--- src/rtl/serial_add_arbiter.sv ---
// Two-requester round-robin front end feeding one bit-serial adder.
// One operation takes WIDTH RUN cycles plus a DONE cycle that can overlap the next grant.
module serial_add_arbiter #(
  parameter int WIDTH = 6
) (
  input  logic             clk,
  input  logic             rstn,
  input  logic [1:0]       req,
  input  logic [WIDTH-1:0] a0,
  input  logic [WIDTH-1:0] b0,
  input  logic [WIDTH-1:0] a1,
  input  logic [WIDTH-1:0] b1,
  output logic [1:0]       gnt,
  output logic [1:0]       done,
  output logic [WIDTH-1:0] sum,
  output logic             cout,
  output logic             zero,
  output logic             neg,
  output logic             ovf,
  output logic             busy
);

  localparam int CW = $clog2(WIDTH);
  localparam logic [CW-1:0] LAST_BIT = CW'(WIDTH - 1);

  typedef enum logic [1:0] {IDLE, RUN, DONE} state_t;

  state_t           state;
  logic [CW-1:0]    cnt;
  logic [WIDTH-1:0] a_sh;
  logic [WIDTH-1:0] b_sh;
  logic [WIDTH-2:0] acc;
  logic             carry;
  logic             last;
  logic             id;

  logic             win;
  logic             s_bit;
  logic             c_next;
  logic             ovf_next;
  logic [WIDTH-1:0] sum_next;

  // NOTE: gnt is decoded combinationally; defaults first keep this block latch-free,
  // and gating with rstn keeps requests from being considered while in reset.
  always_comb begin
    gnt = 2'b00;
    if (rstn && state != RUN) begin
      unique case (req)
        2'b01:   gnt = 2'b01;
        2'b10:   gnt = 2'b10;
        2'b11:   gnt = last ? 2'b01 : 2'b10;
        default: gnt = 2'b00;
      endcase
    end
    win = gnt[1];
  end

  // Single full adder; on the last step a_sh[0]/b_sh[0] hold the operand MSBs.
  always_comb begin
    s_bit    = a_sh[0] ^ b_sh[0] ^ carry;
    c_next   = (a_sh[0] & b_sh[0]) | (a_sh[0] & carry) | (b_sh[0] & carry);
    sum_next = {s_bit, acc};
    ovf_next = (a_sh[0] == b_sh[0]) && (s_bit != a_sh[0]);
  end

  // NOTE: every register, datapath included, is reset so an aborted operation
  // leaves no stale carry or partial sum behind.
  always_ff @(posedge clk or negedge rstn) begin
    if (!rstn) begin
      state <= IDLE;
      cnt   <= '0;
      a_sh  <= '0;
      b_sh  <= '0;
      acc   <= '0;
      carry <= 1'b0;
      last  <= 1'b1;  // requester 1 "served last" gives requester 0 first priority
      id    <= 1'b0;
      done  <= 2'b00;
      busy  <= 1'b0;
      sum   <= '0;
      cout  <= 1'b0;
      zero  <= 1'b0;
      neg   <= 1'b0;
      ovf   <= 1'b0;
    end else begin
      done <= 2'b00;
      unique case (state)
        IDLE, DONE: begin
          if (|gnt) begin
            a_sh  <= win ? a1 : a0;
            b_sh  <= win ? b1 : b0;
            carry <= 1'b0;
            cnt   <= '0;
            id    <= win;
            last  <= win;
            state <= RUN;
            busy  <= 1'b1;
          end else begin
            state <= IDLE;
            busy  <= 1'b0;
          end
        end
        RUN: begin
          a_sh  <= a_sh >> 1;
          b_sh  <= b_sh >> 1;
          acc   <= sum_next[WIDTH-1:1];
          carry <= c_next;
          cnt   <= cnt + CW'(1);
          if (cnt == LAST_BIT) begin
            state <= DONE;
            busy  <= 1'b0;
            done  <= id ? 2'b10 : 2'b01;
            sum   <= sum_next;
            cout  <= c_next;
            zero  <= (sum_next == '0);
            ovf   <= ovf_next;
            neg   <= s_bit ^ ovf_next;
          end
        end
        default: state <= IDLE;
      endcase
    end
  end

endmodule

--- config.mk ---
export PLATFORM = sky130hd
export DESIGN_NAME = serial_add_arbiter
export DESIGN_NICKNAME = d
export VERILOG_FILES = /design/src/rtl/serial_add_arbiter.sv
export SDC_FILE = /design/constraint.sdc
export NUM_CORES = 1
export LEC_CHECK = 0
export ABC_AREA = 1
export ABC_CLOCK_PERIOD_IN_PS = 1800
export CAP_MARGIN = 20
export CORE_UTILIZATION = 50
export DETAILED_ROUTE_END_ITERATION = 10
export PLACE_DENSITY = 0.9
export SLEW_MARGIN = 15
export SYNTH_ARGS = -nofsm -noshare
export SYNTH_HDL_FRONTEND = slang
export SYNTH_SLANG_ARGS = --single-unit
--- constraint.sdc ---
create_clock -name clk -period 1.8 [get_ports clk]
set_input_delay 0.54 -clock clk [delete_from_list [all_inputs] [get_ports clk]]
set_output_delay 0.54 -clock clk [all_outputs]
set_load 0.03 [all_outputs]
==> results of run 1 <==
## worst max-delay path, stage by stage (launching register included)
cell	delay (ns)
dfstp_2	0.55
nand2_2	0.07
nand2_4	0.09
o21ai_2	0.07
nor2_2	0.09
buf_6	0.13
## worst paths after layout
| kind | from | endpoint | slack (ns) | cells after the start |
|---|---|---|---|---|
| min in group clk | id$_DFFE_PN0P_ | done[0]$_DFF_PN0_ | 0.42 | 1 |
| hold / removal | rstn | busy$_DFFE_PN0P_ | 0.06 | 1 |
| setup / recovery | last$_DFFE_PN1P_ | gnt[0] | -0.03 | 5 |
| hold reg to reg | id$_DFFE_PN0P_ | done[0]$_DFF_PN0_ | 0.42 | 1 |
| setup reg to reg | last$_DFFE_PN1P_ | b_sh[0]$_DFFE_PN0P_ | 0.22 | 8 |
| max in group asynchronous | rstn | carry$_DFFE_PN0P_ | 1.08 | 2 |
## layout by cell type, fill, tap and decap left out, types with 2 or more instances in the layout
| master | netlist | layout |
|---|---|---|
| nand2_1 | 73 | 69 |
| nand3_1 | 37 | 37 |
| dfrtp_1 | 37 | 37 |
| clkdlybuf4s50_1 | 0 | 24 |
| o21ai_1 | 21 | 21 |
| inv_1 | 18 | 18 |
| nor2_1 | 18 | 16 |
| dlygate4sd2_1 | 0 | 15 |
| buf_4 | 0 | 14 |
| o21ai_0 | 6 | 5 |
| clkbuf_8 | 0 | 5 |
| nand2_2 | 1 | 4 |
| inv_2 | 3 | 3 |
| nor2_2 | 2 | 3 |
| ha_1 | 3 | 3 |
| or2_1 | 2 | 2 |
| clkinv_2 | 0 | 2 |
| buf_6 | 0 | 2 |
## what timing repair did
item	in CTS	in global routing
pin swaps	1	0
endpoints found under the setup margin	15	2
resized for setup	23	2
## stage by stage
step / power, mW / TNS [ns] / setup slack [ns]
finish: 4.01 / -0.0258 / -0.0258
floorplan: 2.81 / 0 / 0.0393
detailed placement: 3.51 / -3.16 / -0.319
global placement: 3.39 / -2.25 / -0.255
CTS: 4.02 / -0.0322 / -0.0322
global route: 4.33 / -0.0881 / -0.0755
## final cells by class
class,count,area (um2),share of cell area [%]
sequential,38,952,37.8
multi-input combinational,171,836,33.2
timing repair buffer,56,504,20.0
inverter,22,82.6,3.28
clock buffer,6,72.6,2.88
tap,48,60.1,2.39
clock inverter,2,10.0,0.398
## per-layer routing
metal,up-vias,share of wire (%)
met1,869,38
met5,-,0
met4,0,2.1
met3,11,5.6
li1,878,-
met2,58,54
## power groups by stage
stage	registers [mW]	logic (mW)	clock network, mW
2_1_floorplan	1.65	1.16	0
3_3_place_gp	1.46	1.93	0
3_5_place_dp	1.48	2.03	0
4_1_cts	1.47	1.99	0.562
5_1_grt	1.51	2.22	0.606
6_report	1.47	1.99	0.550
## logic make-up after synthesis
logic type,count (synthesis)
DFF,38
xor gates and xnor gates,2
and+or+nand+nor,134
buffers and inverters,33
AOI/OAI and AO/OA,31
adders and majority gates,4
## registers in the layout (all words and copies together), names as in the netlist, 2 cells and up
register / cells
state: 2
cnt: 3
sum: 6
b_sh: 6
done: 2
a_sh: 6
acc: 5
==> metrics.txt, run 1 <==
Synth Warn # 0; H-tree depth 2; dpl cell area 2420 um2; post-synthesis simple-gate area fraction 29.8%; Final Max Tran Viols 0; violated checks negative setup slack; Mapped Cells 242; proportion of synthesized area in mux cells 0%; Initial Util 51.8%; top post-synthesis cells by area dfrtp_1 49%, nand2_1 14%, nand3_1 9.8%, o21ai_1 5.5%, inv_1 3.6%; Post-CTS Repair Setup Buffers 0; CP required 1.26 ns; I/O pin count 43; first-pass GRT wire length 7620 um; clock share of power 13.7%; clock skew 0.00257 ns; grt met3 use 6.70%; Comb power frac 49.6%; Max IR drop VDD 878 uV; Synth Flop Type dfrtp_1; worst min-delay path category input pin to asynchronous set/reset pin; GR Layer Usage met2 42.8%; max cap viols 0; largest family of logic cells by synthesized area simple AND/OR/NAND/NOR gates; WL/cell 13.2 um; post-route minimum period 1.83 ns; Synthesized Nets 274; crit path kind flip-flop to primary output; crit-path max FO 3; Final Cycle Share 101%; Max Buffers Root-to-Sink 2; Worst setup EP type primary output; Highest Clock Rate 548 MHz; placed instance count 335; largest area contributor in the netlist dfrtp_1; share of the yosys chip area belonging to registers 50.2%; clk slew on worst S/H paths 0.07 ns; crit start category flip-flop; Internal Pwr Total 2.22 mW; post-layout util 68.8%; sequential share of power 36.6%; Yosys cell types 25; Adder-Cell Fraction of Synth Area 3.04%; ANT nets after route 0; Avg Synthesized Cell Area 7.83 um2; clk sinks 38; Slew HR 70.6%; setup violators final 1; DRT Wirelength 4530 um; Post-Syn Area 1900 um2; number of I/O port buffers 42; post-synth top area share 48.8%; compound-gate portion of the synthesized area 8.84%; cts bufs inserted 5; Fin Hold WS 0.0623 ns; post-route cell area 2520 um2; gr ovfl total 0; TritonCTS clock tree yes; critical path arrival 1.29 ns; Final Worst Setup Slack -0.0258 ns; Detailed Routing Iterations Pass 1 4; Clk Latency, worst-skew pair 0.29 ns; FF+latch count, synth 38; core area 3660 um2; vias per inst 5.29; post-route insts no fill 343; Total GRT Usage 24.7%; largest net degree at the start of global routing 37; initial antenna violation count 0; Fillers 292; status finished with violations; Switching Share 44.7%; Die ar. 4040 um2; PwrDens 1590 nW/um2; residual DRC count 0; Hold Violations, Final 0; static leakage 1.30 nW; die height 63.6 um; Post-synth top cells 73 x nand2_1, 37 x dfrtp_1, 37 x nand3_1; RSZ-0062 raised after global routing yes; switching power 1.79 mW; Most Crowded Layer GR met2; die outline width 63.6 um; layout cells sized above 1 13.2%; Worst-Margin Slew 0.440 ns; Synth async-reset ratio 100%; DR iter-0 viols 125; Syn-to-layout area delta 32.8%; GPL Wtd Cong 0.822; area share of xor/xnor cells in the synthesized design 0.924%; EDFF count, synth 0; HPWL Detailed 3150 um; GR Layer Usage met1 28.4%; Via Count 1816; post-cts hold buffer count 0; vias in the first global route 1751; cell with the most instances after synthesis nand2_1; # nets final 326; n_diodes 0; FP Rows 22; CTS root buffer clkbuf_8
(Power assumes the default switching activity.)
==> run 2, diff against run 1 <==
--- a/config.mk
+++ b/config.mk
@@ -9,6 +9,7 @@
 export ABC_CLOCK_PERIOD_IN_PS = 1800
 export CAP_MARGIN = 20
 export CORE_UTILIZATION = 50
+export CTS_CLUSTER_DIAMETER = 120
 export DETAILED_ROUTE_END_ITERATION = 10
 export PLACE_DENSITY = 0.9
 export SLEW_MARGIN = 15
==> results of run 2 <==
The final DEF is identical to that of run 1; final timing and power are the same.
==> run 3, diff against run 2 <==
--- a/config.mk
+++ b/config.mk
@@ -12,6 +12,7 @@
 export CTS_CLUSTER_DIAMETER = 120
 export DETAILED_ROUTE_END_ITERATION = 10
 export PLACE_DENSITY = 0.9
+export RECOVER_POWER = 100
 export SLEW_MARGIN = 15
 export SYNTH_ARGS = -nofsm -noshare
 export SYNTH_HDL_FRONTEND = slang
==> results of run 3 <==
The final DEF is identical to that of run 1; final timing and power are the same.
